$ cat src/rtl/alu_pkg.sv
// Shared constants, opcode encodings, FSM state type and opcode helpers for
// the ALU sequencer slice.
package alu_pkg;

  localparam int unsigned WIDTH = 16;
  localparam int unsigned OP_W  = 3;

  // Opcodes understood by the downstream ALU (all 8 codes are defined)
  localparam logic [OP_W-1:0] ALU_ADD = 3'd0;
  localparam logic [OP_W-1:0] ALU_SUB = 3'd1;
  localparam logic [OP_W-1:0] ALU_AND = 3'd2;
  localparam logic [OP_W-1:0] ALU_OR  = 3'd3;
  localparam logic [OP_W-1:0] ALU_XOR = 3'd4;
  localparam logic [OP_W-1:0] ALU_INV = 3'd5;
  localparam logic [OP_W-1:0] ALU_INC = 3'd6;
  localparam logic [OP_W-1:0] ALU_DEC = 3'd7;

  typedef enum logic [2:0] {
    S_IDLE    = 3'd0,
    S_LOAD_A  = 3'd1,
    S_LOAD_B  = 3'd2,
    S_EXEC    = 3'd3,
    S_CAPTURE = 3'd4,
    S_DONE    = 3'd5
  } state_t;

  // Unary ops take only operand A; operand B is forced to zero
  function automatic logic is_unary(input logic [OP_W-1:0] op);
    return (op == ALU_INV) || (op == ALU_INC) || (op == ALU_DEC);
  endfunction

endpackage

$ cat src/rtl/alu_status_reg.sv
// Architectural accumulator plus carry/zero status flags.
// A capture of the ALU result takes priority over a synchronous flag clear;
// the clear never touches the accumulator.
module alu_status_reg #(
  parameter int unsigned WIDTH = 16
) (
  input  logic             clk,
  input  logic             reset,
  input  logic             capture,
  input  logic             clear_flags,
  input  logic [WIDTH-1:0] alu_data,
  input  logic             alu_carry_out,
  input  logic             alu_zero,
  output logic [WIDTH-1:0] acc_out,
  output logic             carry_flag,
  output logic             zero_flag
);

  logic [WIDTH-1:0] acc_q, acc_d;
  logic             carry_q, carry_d;
  logic             zero_q, zero_d;

  // Next-state selection: capture over clear over hold
  always_comb begin
    acc_d   = acc_q;
    carry_d = carry_q;
    zero_d  = zero_q;
    if (capture) begin
      acc_d   = alu_data;
      carry_d = alu_carry_out;
      zero_d  = alu_zero;
    end else if (clear_flags) begin
      carry_d = 1'b0;
      zero_d  = 1'b0;
    end
  end

  // Status registers, cleared asynchronously
  always_ff @(posedge clk or posedge reset) begin
    if (reset) begin
      acc_q   <= '0;
      carry_q <= 1'b0;
      zero_q  <= 1'b0;
    end else begin
      acc_q   <= acc_d;
      carry_q <= carry_d;
      zero_q  <= zero_d;
    end
  end

  assign acc_out    = acc_q;
  assign carry_flag = carry_q;
  assign zero_flag  = zero_q;

endmodule

$ cat src/rtl/alu_sequencer.sv
// Multi-cycle control stage in front of the 16-bit ALU: collects one or two
// operands from the bus, drives the ALU for EXEC/CAPTURE, latches the result
// and flags, and pulses done.
// Optional feature macro: ALU_CARRY_CHAIN_EN (feeds carry_flag back as the
// ALU carry input during EXEC/CAPTURE for multi-word adds).
module alu_sequencer #(
  parameter int unsigned WIDTH = alu_pkg::WIDTH,
  parameter int unsigned OP_W  = alu_pkg::OP_W
) (
  input  logic             clk,
  input  logic             reset,
  input  logic             start,
  input  logic [OP_W-1:0]  op,
  input  logic [WIDTH-1:0] bus_in,
  input  logic             bus_valid,
  input  logic             clear_flags,
  output logic             busy,
  output logic             done,
  output logic [WIDTH-1:0] acc_out,
  output logic             carry_flag,
  output logic             zero_flag,
  output logic [WIDTH-1:0] alu_in_1,
  output logic [WIDTH-1:0] alu_in_2,
  output logic [OP_W-1:0]  alu_select,
  output logic             alu_enable,
  output logic             alu_carry_in,
  input  logic [WIDTH-1:0] alu_data,
  input  logic             alu_carry_out,
  input  logic             alu_zero
);

  import alu_pkg::*;

  state_t           state_q, state_d;
  logic [OP_W-1:0]  op_q, op_d;
  logic [WIDTH-1:0] opa_q, opa_d;
  logic [WIDTH-1:0] opb_q, opb_d;
  logic [WIDTH-1:0] in1_q, in1_d;
  logic [WIDTH-1:0] in2_q, in2_d;
  logic [OP_W-1:0]  sel_q, sel_d;
  logic             capture;

  // Next-state, operand collection and ALU-input staging
  always_comb begin
    state_d = state_q;
    op_d    = op_q;
    opa_d   = opa_q;
    opb_d   = opb_q;
    in1_d   = in1_q;
    in2_d   = in2_q;
    sel_d   = sel_q;
    capture = 1'b0;
    case (state_q)
      S_IDLE: begin
        if (start) begin
          op_d    = op;
          state_d = S_LOAD_A;
        end
      end
      S_LOAD_A: begin
        if (bus_valid) begin
          opa_d = bus_in;
          if (is_unary(op_q)) begin
            opb_d   = '0;
            state_d = S_EXEC;
          end else begin
            state_d = S_LOAD_B;
          end
        end
      end
      S_LOAD_B: begin
        if (bus_valid) begin
          opb_d   = bus_in;
          state_d = S_EXEC;
        end
      end
      S_EXEC: begin
        state_d = S_CAPTURE;
      end
      S_CAPTURE: begin
        capture = 1'b1;
        state_d = S_DONE;
      end
      S_DONE: begin
        state_d = S_IDLE;
      end
      default: begin
        state_d = S_IDLE;
      end
    endcase
    // ALU inputs are loaded on entry to EXEC from the operands being
    // committed this cycle, so they hold steady through EXEC and CAPTURE.
    if ((state_d == S_EXEC) && (state_q != S_EXEC)) begin
      in1_d = opa_d;
      in2_d = opb_d;
      sel_d = op_q;
    end
  end

  // State and datapath registers
  always_ff @(posedge clk or posedge reset) begin
    if (reset) begin
      state_q <= S_IDLE;
      op_q    <= '0;
      opa_q   <= '0;
      opb_q   <= '0;
      in1_q   <= '0;
      in2_q   <= '0;
      sel_q   <= '0;
    end else begin
      state_q <= state_d;
      op_q    <= op_d;
      opa_q   <= opa_d;
      opb_q   <= opb_d;
      in1_q   <= in1_d;
      in2_q   <= in2_d;
      sel_q   <= sel_d;
    end
  end

  // State-decoded status and ALU enable
  always_comb begin
    busy       = 1'b0;
    done       = 1'b0;
    alu_enable = 1'b0;
    if (state_q != S_IDLE) busy = 1'b1;
    if (state_q == S_DONE) done = 1'b1;
    if ((state_q == S_EXEC) || (state_q == S_CAPTURE)) alu_enable = 1'b1;
  end

  assign alu_in_1   = in1_q;
  assign alu_in_2   = in2_q;
  assign alu_select = sel_q;

`ifdef ALU_CARRY_CHAIN_EN
  assign alu_carry_in = alu_enable & carry_flag;
`else
  assign alu_carry_in = 1'b0;
`endif

  alu_status_reg #(.WIDTH(WIDTH)) u_status (
    .clk          (clk),
    .reset        (reset),
    .capture      (capture),
    .clear_flags  (clear_flags),
    .alu_data     (alu_data),
    .alu_carry_out(alu_carry_out),
    .alu_zero     (alu_zero),
    .acc_out      (acc_out),
    .carry_flag   (carry_flag),
    .zero_flag    (zero_flag)
  );

endmodule

$ cat config.mk
export PLATFORM = sky130hd
export DESIGN_NAME = alu_sequencer
export DESIGN_NICKNAME = d
export VERILOG_FILES = /design/src/rtl/alu_pkg.sv /design/src/rtl/alu_status_reg.sv /design/src/rtl/alu_sequencer.sv
export SDC_FILE = /design/constraint.sdc
export NUM_CORES = 1
export LEC_CHECK = 0
export CAP_MARGIN = 40
export CORE_AREA = 3 3 91 93
export CTS_CLUSTER_SIZE = 28
export DETAILED_ROUTE_END_ITERATION = 8
export DIE_AREA = 0 0 94 96
export PLACE_DENSITY = 0.73
export SLEW_MARGIN = 40
export SYNTH_ARGS = -nofsm -noshare
export SYNTH_HDL_FRONTEND = slang
export SYNTH_HIERARCHICAL = 1
export SYNTH_SLANG_ARGS = --single-unit
export TNS_END_PERCENT = 20
$ cat constraint.sdc
create_clock -name clk -period 1.9 [get_ports clk]
set_clock_uncertainty 0.2 [all_clocks]
set_input_delay 0.285 -clock clk [delete_from_list [all_inputs] [get_ports clk]]
set_output_delay 0.285 -clock clk [all_outputs]
set_load 0.1 [all_outputs]
Yosys cells after proc, flatten, opt, wreduce, memory -nomap -nowiden

Index checks and enable logic that the tools add are counted.

Register bits: 91
Input port bits: 42
Output and inout bits: 57
Logic and storage cells: 46

Equality and inequality tests: 10
Mux-type cells: 18
Reduce and logical (&&, ||, !) cells: 8

Operator list:

| kind                 | count |
|---|---|
| $mux W16             | 5 |
| $pmux W16 S2         | 1 |
| $eq A3 B3 Y1 const B | 5 |
| $pmux W3 S5          | 1 |
| $eq A3 B2 Y1 const B | 3 |
| $mux W3              | 3 |
| $mux W1              | 8 |
| $eq A3 B1 Y1 const B | 1 |
| $logic_not A3 Y1     | 1 |
| $logic_or A1 B1 Y1   | 3 |
| $ne A3 B2 Y1 const B | 1 |
| $reduce_bool A3 Y1   | 1 |
| $reduce_and A2 Y1    | 1 |
| $reduce_bool A2 Y1   | 1 |
| $logic_and A1 B1 Y1  | 1 |

Logic depth before layout (Yosys ltp)

Gate-level depths: netlist of run 1.

Depth in word-level cells: 8
Depth in mapped cells: 6
Mapped depth without buffers: 4

Cells and area by module

The synthesis of run 1 kept the hierarchy.

Modules (own cells, without submodules):

| module         | instances | cells an instance | area each (µm²) |
|---|---|---|---|
| alu_sequencer  | 1         | 146               | 2333.5 |
| alu_status_reg | 1         | 40                | 715.7 |

Worst setup path after synthesis of run 1

No wires, ideal clock.

Path kind: register to output
Start: register state_q[2]
End: output alu_enable
Data arrival time: 1.910 ns
Required time: 1.415 ns
Path slack: -0.495 ns
Cell stages (with the launch flop): 3
Path buffers: 1
Path through: dfrtp_1 > buf_4 > o21bai_1

Cells in the longest elaborated chain, start to end: 3

Ends and longest elaborated chain:

| what                                                | line                 | RTL |
|---|---|---|
| from (decl)                                         | alu_sequencer.sv:34  | `state_t state_q, state_d;` |
| from (signal assigned)                              | alu_sequencer.sv:111 | `state_q <= state_d;` |
| $eq A3 B2 Y1 / $eq A3 B3 Y1 (equally long branches) | alu_sequencer.sv:128 | `if ((state_q == S_EXEC) \|\| (state_q == S_CAPTURE)) alu_enable = 1'b1;` |
| $logic_or A1 B1 Y1 (*)                              | alu_sequencer.sv:128 |  |
| $mux W1 (*)                                         | alu_sequencer.sv:128 |  |
| to (decl)                                           | alu_sequencer.sv:25  | `output logic alu_enable,` |

Mark *: on every way between the ends. The rest lies on a longest branch, timed or not.

Worst setup path after layout of run 1

Start: register state_q[1]
End: output busy

Cells in the longest elaborated chain, start to end: 2

Ends and longest elaborated chain:

| what               | line                 | RTL |
|---|---|---|
| $reduce_bool A3 Y1 | alu_sequencer.sv:126 | `if (state_q != S_IDLE) busy = 1'b1;` |
| $mux W1            | alu_sequencer.sv:126 |  |
| to (decl)          | alu_sequencer.sv:17  | `output logic busy,` |

Every way passes these cells.

==> summary.md, run 1 <==
| Metric | Value |
|---|---|
| Status | complete, but fails checks |
| Failing checks | negative setup slack |
| Part of the cycle the worst path needs | 1.03 |
| Number of synthesized flops with an enable pin | 0 |
| Ys flop type | dfrtp_1 |
| Cell area after layout | 5080 sq um |
| Crit path capture type | primary output |
| Core area | ~7600 sq um |
| Setup crit start | state_q[1] |
| Clock transition at path regs | 0.09 ns |
| Synth unique cells | 26 |
| Synth area leader | dfrtp_1 |
| P&R area growth vs syn | 66.6% |
| Total clock sinks | 75 |
| Vias in the first global route | 2109 |
| Nets | 339 |
| Top Ports | between 90 and 100 |
| Post-CTS Hold Buffers | 0 |
| Via-to-Cell Ratio | ~4.8 |
| CTS tree | yes |
| Largest fanout on the critical path | 4 |
| Mapped Cells | 186 |
| Worst min path class | in -> async |
| Final hold violation count | 0 |
| # fillers | approximately 530 |
| Dpl cell area | 4780 sq um |
| FMAX | 0.510 GHz |
| Die X | 94 microns |
| Initial detailed-routing violation count | 62 |
| Pre-Repair DR Iteration Count | 4 |
| Die H | 96 microns |
| Largest net degree at the start of global routing | 34 |
| Max-capacitance violation count | 0 |
| Sequential-to-total area share from yosys stat | 0.616 |
| Critical Path AT | 1.47 ns |
| Worst Setup Path Type | reg -> out |
| Post-route worst setup slack | -0.0596 ns |
| N_diodes | 0 |
| Most instantiated cells after synthesis | 75 x dfrtp_1, 35 x mux2_4, 19 x mux2_2, 18 x a22o_1, 6 x buf_6 |
| Final setup fails | 18 |
| GR Util All Layers | 0.156 |
| Global placer's final weighted congestion | 0.709 |
| H-tree depth | 3 |
| Port bufs | a little under 100 |
| Die area | about 9000 sq um |
| Post-DP HPWL | between 4000 and 5000 microns |
| Initial antenna violation count | 0 |
| Initial core utilization | 0.401 |
| Area contributors post-synth | dfrtp_1 62%, mux2_4 17%, mux2_2 7.0%, a22o_1 5.2%, buf_6 2.2% |
| Core Util, Final | 0.668 |
| FP Rows | 32 |
| Clk_lat worst skew | 0.35 ns |
| Flops & latches, synth | 75 |
| Req. time, crit path | 1.41 ns |
| DRC Markers | 0 |
| Most frequent cell after synthesis | dfrtp_1 |
| Clock tree buffer depth | 2 |
| Antenna Nets Post-Route | 0 |
| Avg Cell Area, Syn | around 16 sq um |
| Final Max Slew Viols | 0 |
| Root Driver | clkbuf_8 |
| First-pass GRT wire length | 10800 microns |
| FF-to-FF End | alu_in_1[13] |
| Post-synthesis net count | 228 |
| Mapped cell area | about 3000 sq um |
| GRT overflow | 0 |
| Crit path launch type | flop |
| Drt wl/cell | 16.7 microns |
| Hold WS | roughly 0.03 ns |
| Routed vias | 1938 |
| Share of the synthesized area in the top cell type | 0.616 |
| Worst Reg-to-Reg Cells | 5 |
| Ys Warns | 6 |
| Place WS | -0.275 ns |
| DRT Wirelength | between 6000 and 7000 microns |
| Flop2flop setup slack | -0.06 ns |
| Reg-to-Reg Start | state_q[1] |
| Ys async rst share | 1.00 |
| Total CTS buffers | 9 |
| Share of post-route cells with drive strength above 1 | 0.507 |
| Min cycle time layout | just under 2 ns |
| RSZ-0062 raised after global routing | yes |
-- worst max-delay path by stage --
stage / endpoint / slack (ns) / cells after the start
6_report: busy / -0.06 / 3
5_1_grt: busy / -0.11 / 3
4_1_cts: busy / -0.07 / 3
3_5_place_dp: alu_in_1[10] / -0.27 / 5
3_3_place_gp: alu_in_1[12] / -0.25 / 5
2_1_floorplan: alu_in_1[0] / -0.03 / 6
-- metrics by stage --
step | setup TNS (ns) | instances
6_report | -0.790 | 404
5_1_grt | -1.73 | 404
4_1_cts | -0.281 | 402
3_5_place_dp | -5.55 | 385
3_3_place_gp | -5.01 | 385
2_1_floorplan | -0.286 | 186
-- state kept, by name (all words and copies together) (netlist names) --
signal / cells
u_status/carry_flag: 1
state_q: 3
u_status/zero_flag: 1
alu_select: 3
opa_q: 16
u_status/acc_out: 16
op_q: 3
alu_in_2: 16
alu_in_1: 16
-- cell type report --
class / instances / area, sq um / share of cell area
multi-input combinational: 95 / 1100 / 0.216
timing repair buffer: 113 / 1760 / 0.346
tap: 102 / 128 / 0.0251
sequential: 75 / 1880 / 0.369
inverter: 3 / 11.3 / 0.00222
clock buffer: 9 / 124 / 0.0244
clock inverter: 7 / 81.3 / 0.0160
-- logic make-up after synthesis --
family,after synthesis,share of synthesized area
DFF,75,0.616
muxes,54,0.243
AOI/OAI and AO/OA,25,0.0681
buffers and inverters,16,0.0431
and+or+nand+nor,14,0.0267
xor gates and xnor gates,1,0.00287
other,1,0.00123
-- critical path, cell delays in order, from the launching register on --
cell and delay (ns):
dfrtp_1 0.39, buf_4 0.16, or3_4 0.40, buf_12 0.18
-- routing by layer --
layer,wire length [microns],up-vias,global-route usage
li1,-,883,-
met1,2900,957,0.195
met2,3130,91,0.248
met3,637,7,0.0594
met4,77,0,0.0542
met5,0,-,0
-- cell usage in the layout, fill, tap and decap left out, types with 2 or more instances in the layout --
cell type         n
buf_12           63
buf_4             7
nand2_1           2
a21oi_1           2
inv_6             4
dfrtp_1          75
mux2_4           41
nand2b_1          2
inv_1             2
clkbuf_8          9
a22o_1           18
and2_4            2
nor2_1            2
mux2_2           13
clkdlybuf4s50_1  41
-- timing repair --
action,CTS,global route
pin swaps,1,1
endpoints found under the setup margin,3,23
gates resized for setup,11,5
cloned,0,1
buffers inserted,2,1
Power of run 1 is left out: the tool's default activity adds up to more than one toggle a clock period on the data nets, which glitch-free logic cannot reach.
==> run 2: changes to the inputs <==
Settings changed: CORE_AREA 3 3 91 93 to 3 3 83 85, CTS_CLUSTER_SIZE 28 to 8, DIE_AREA 0 0 94 96 to 0 0 86 88, PLACE_DENSITY 0.73 to 0.83.
Clock period 1.9 ns to 2.5 ns, I/O delays scaled along.
==> run 2 against run 1 <==
The run now ends clean. Hold slack better by 0.19 ns. Register-to-register slack better by 0.60 ns. Routed wire length is 7.0% lower. Final cell count is 8.9% lower. Critical path depth is 1 higher. Via count is 3.3% lower. Sequential share of layout area is 7.9 points higher. Die area is 16% lower. Sequential cell count stayed put. Critical endpoint is now alu_enable. Largest cell class unchanged. Highest routed layer unchanged.
==> summary.md, run 2 (synthesis results as in run 1) <==
| Metric | Value |
|---|---|
| Worst setup path end | alu_enable |
| Initial antenna violation count | 0 |
| Initial detailed-routing violation count | a little under 70 |
| Post-route worst setup slack | 0.459 ns |
| Min cycle time layout | 2.04 ns |
| Post-DP HPWL | 4520 microns |
| Vias in the first global route | 1987 |
| Crit path launch type | flop |
| Place WS | 0.134 ns |
| Global placer's final weighted congestion | 0.758 |
| Die X | 86 microns |
| Dpl cell area | 3960 sq um |
| N_diodes | 0 |
| Die H | 88 microns |
| Clk_lat worst skew | 0.33 ns |
| CTS tree | yes |
| P&R area growth vs syn | 37.2% |
| # fillers | between 400 and 500 |
| H-tree depth | 3 |
| Most frequent cells in the layout | 75 x dfrtp_1, 56 x buf_4, 41 x clkdlybuf4s50_1 |
| Final std cells w/o fill | 368 |
| Placed cells | 352 |
| Sequential Area | 1880 sq um |
| DRC Markers | 0 |
| Crit path capture type | primary output |
| Core area | 6280 sq um |
| Area of the multi-input gates | 1040 sq um |
| Final Max Slew Viols | 0 |
| Post-CTS Hold Buffers | 0 |
| First-pass GRT wire length | 9880 microns |
| Share of post-route cells with drive strength above 1 | 0.464 |
| Root Driver | clkbuf_8 |
| Top Ports | 99 |
| Setup crit start | state_q[1] |
| Slew @ Worst Pin | 0.659 ns |
| Drt wl/cell | 17.0 microns |
| Total CTS buffers | 9 |
| Port bufs | 97 |
| DRT Wirelength | 6270 microns |
| Clock transition at path regs | 0.08 ns |
| Antenna Nets Post-Route | 0 |
| GRT overflow | 0 |
| Die area | roughly 7600 sq um |
| Total clock sinks | 75 |
| Critical Path AT | 1.47 ns |
| FMAX | 0.490 GHz |
| FP Rows | 29 |
| FF-to-FF End | alu_in_1[10] |
| Pre-Repair DR Iteration Count | 4 |
| Number of setup buffers added after CTS | 0 |
| Max-capacitance violation count | 0 |
| Req. time, crit path | 1.92 ns |
| Via-to-Cell Ratio | roughly 5 |
| Final setup fails | 0 |
| Routed vias | 1874 |
| Final hold violation count | 0 |
| Flop2flop setup slack | between 0.5 and 0.6 ns |
| Worst Setup Path Type | reg -> out |
| Slew Limit Headroom | 0.560 |
| Clock tree buffer depth | 2 |
| RSZ-0062 raised after global routing | no |
| Status | complete, no violations |
| GR Util All Layers | 0.173 |
| Commonest non-fill, non-tap cell in the layout | dfrtp_1 |
| Initial core utilization | 0.486 |
| Worst Reg-to-Reg Cells | 4 |
| Post-Route Setup TNS | 0 ns |
| Cell area after layout | 4180 sq um |
| CTS resizes | 0 |
| Nets | 328 |
| Reg-to-Reg Start | state_q[2] |
| Part of the cycle the worst path needs | 0.816 |
| Worst min path class | in -> async |
| Largest net degree at the start of global routing | 37 |
| Largest fanout on the critical path | 7 |
[run 2: area by class of cell]
cell class,count,share of cell area
Multi-Input combinational cell,95,0.249
Sequential cell,75,0.449
Inverter,3,0.00269
Clock buffer,10,0.0329
Timing Repair Buffer,102,0.222
Tap cell,77,0.0230
Clock inverter,6,0.0212
[run 2: metal layers]
| layer | track usage | vias to the layer above | share of wire |
|---|---|---|---|
| met5 | 0 | - | 0 |
| met4 | 0.0647 | 0 | 0.0069 |
| met1 | 0.210 | 922 | 0.41 |
| li1 | - | 860 | - |
| met2 | 0.277 | 88 | 0.48 |
| met3 | 0.0734 | 4 | 0.10 |
[run 2: how the worst min path moves through the flow]
stage | endpoint | cells past startpoint | from
6_report | alu_in_1[11] | 2 | reset
3_3_place_gp | opa_q[6] | 1 | opa_q[6]
5_1_grt | alu_in_1[11] | 2 | reset
2_1_floorplan | u_status/acc_out[0] | 1 | reset
3_5_place_dp | opa_q[8] | 1 | opa_q[8]
4_1_cts | alu_in_1[11] | 2 | reset
[run 2: through the flow]
step	util	hold WS [ns]
2_1_floorplan	-	0.114
3_3_place_gp	0.630	0.277
3_5_place_dp	0.630	0.280
4_1_cts	0.667	0.226
5_1_grt	0.667	0.269
6_report	0.667	0.218
[run 2: worst max-delay path: stages (launching register included)]
cell and delay (ns):
dfrtp_1 0.45, nor2_1 0.16, and2_1 0.15, o21bai_1 0.16
buf_12 0.21
Power of run 2 is left out for the same reason.
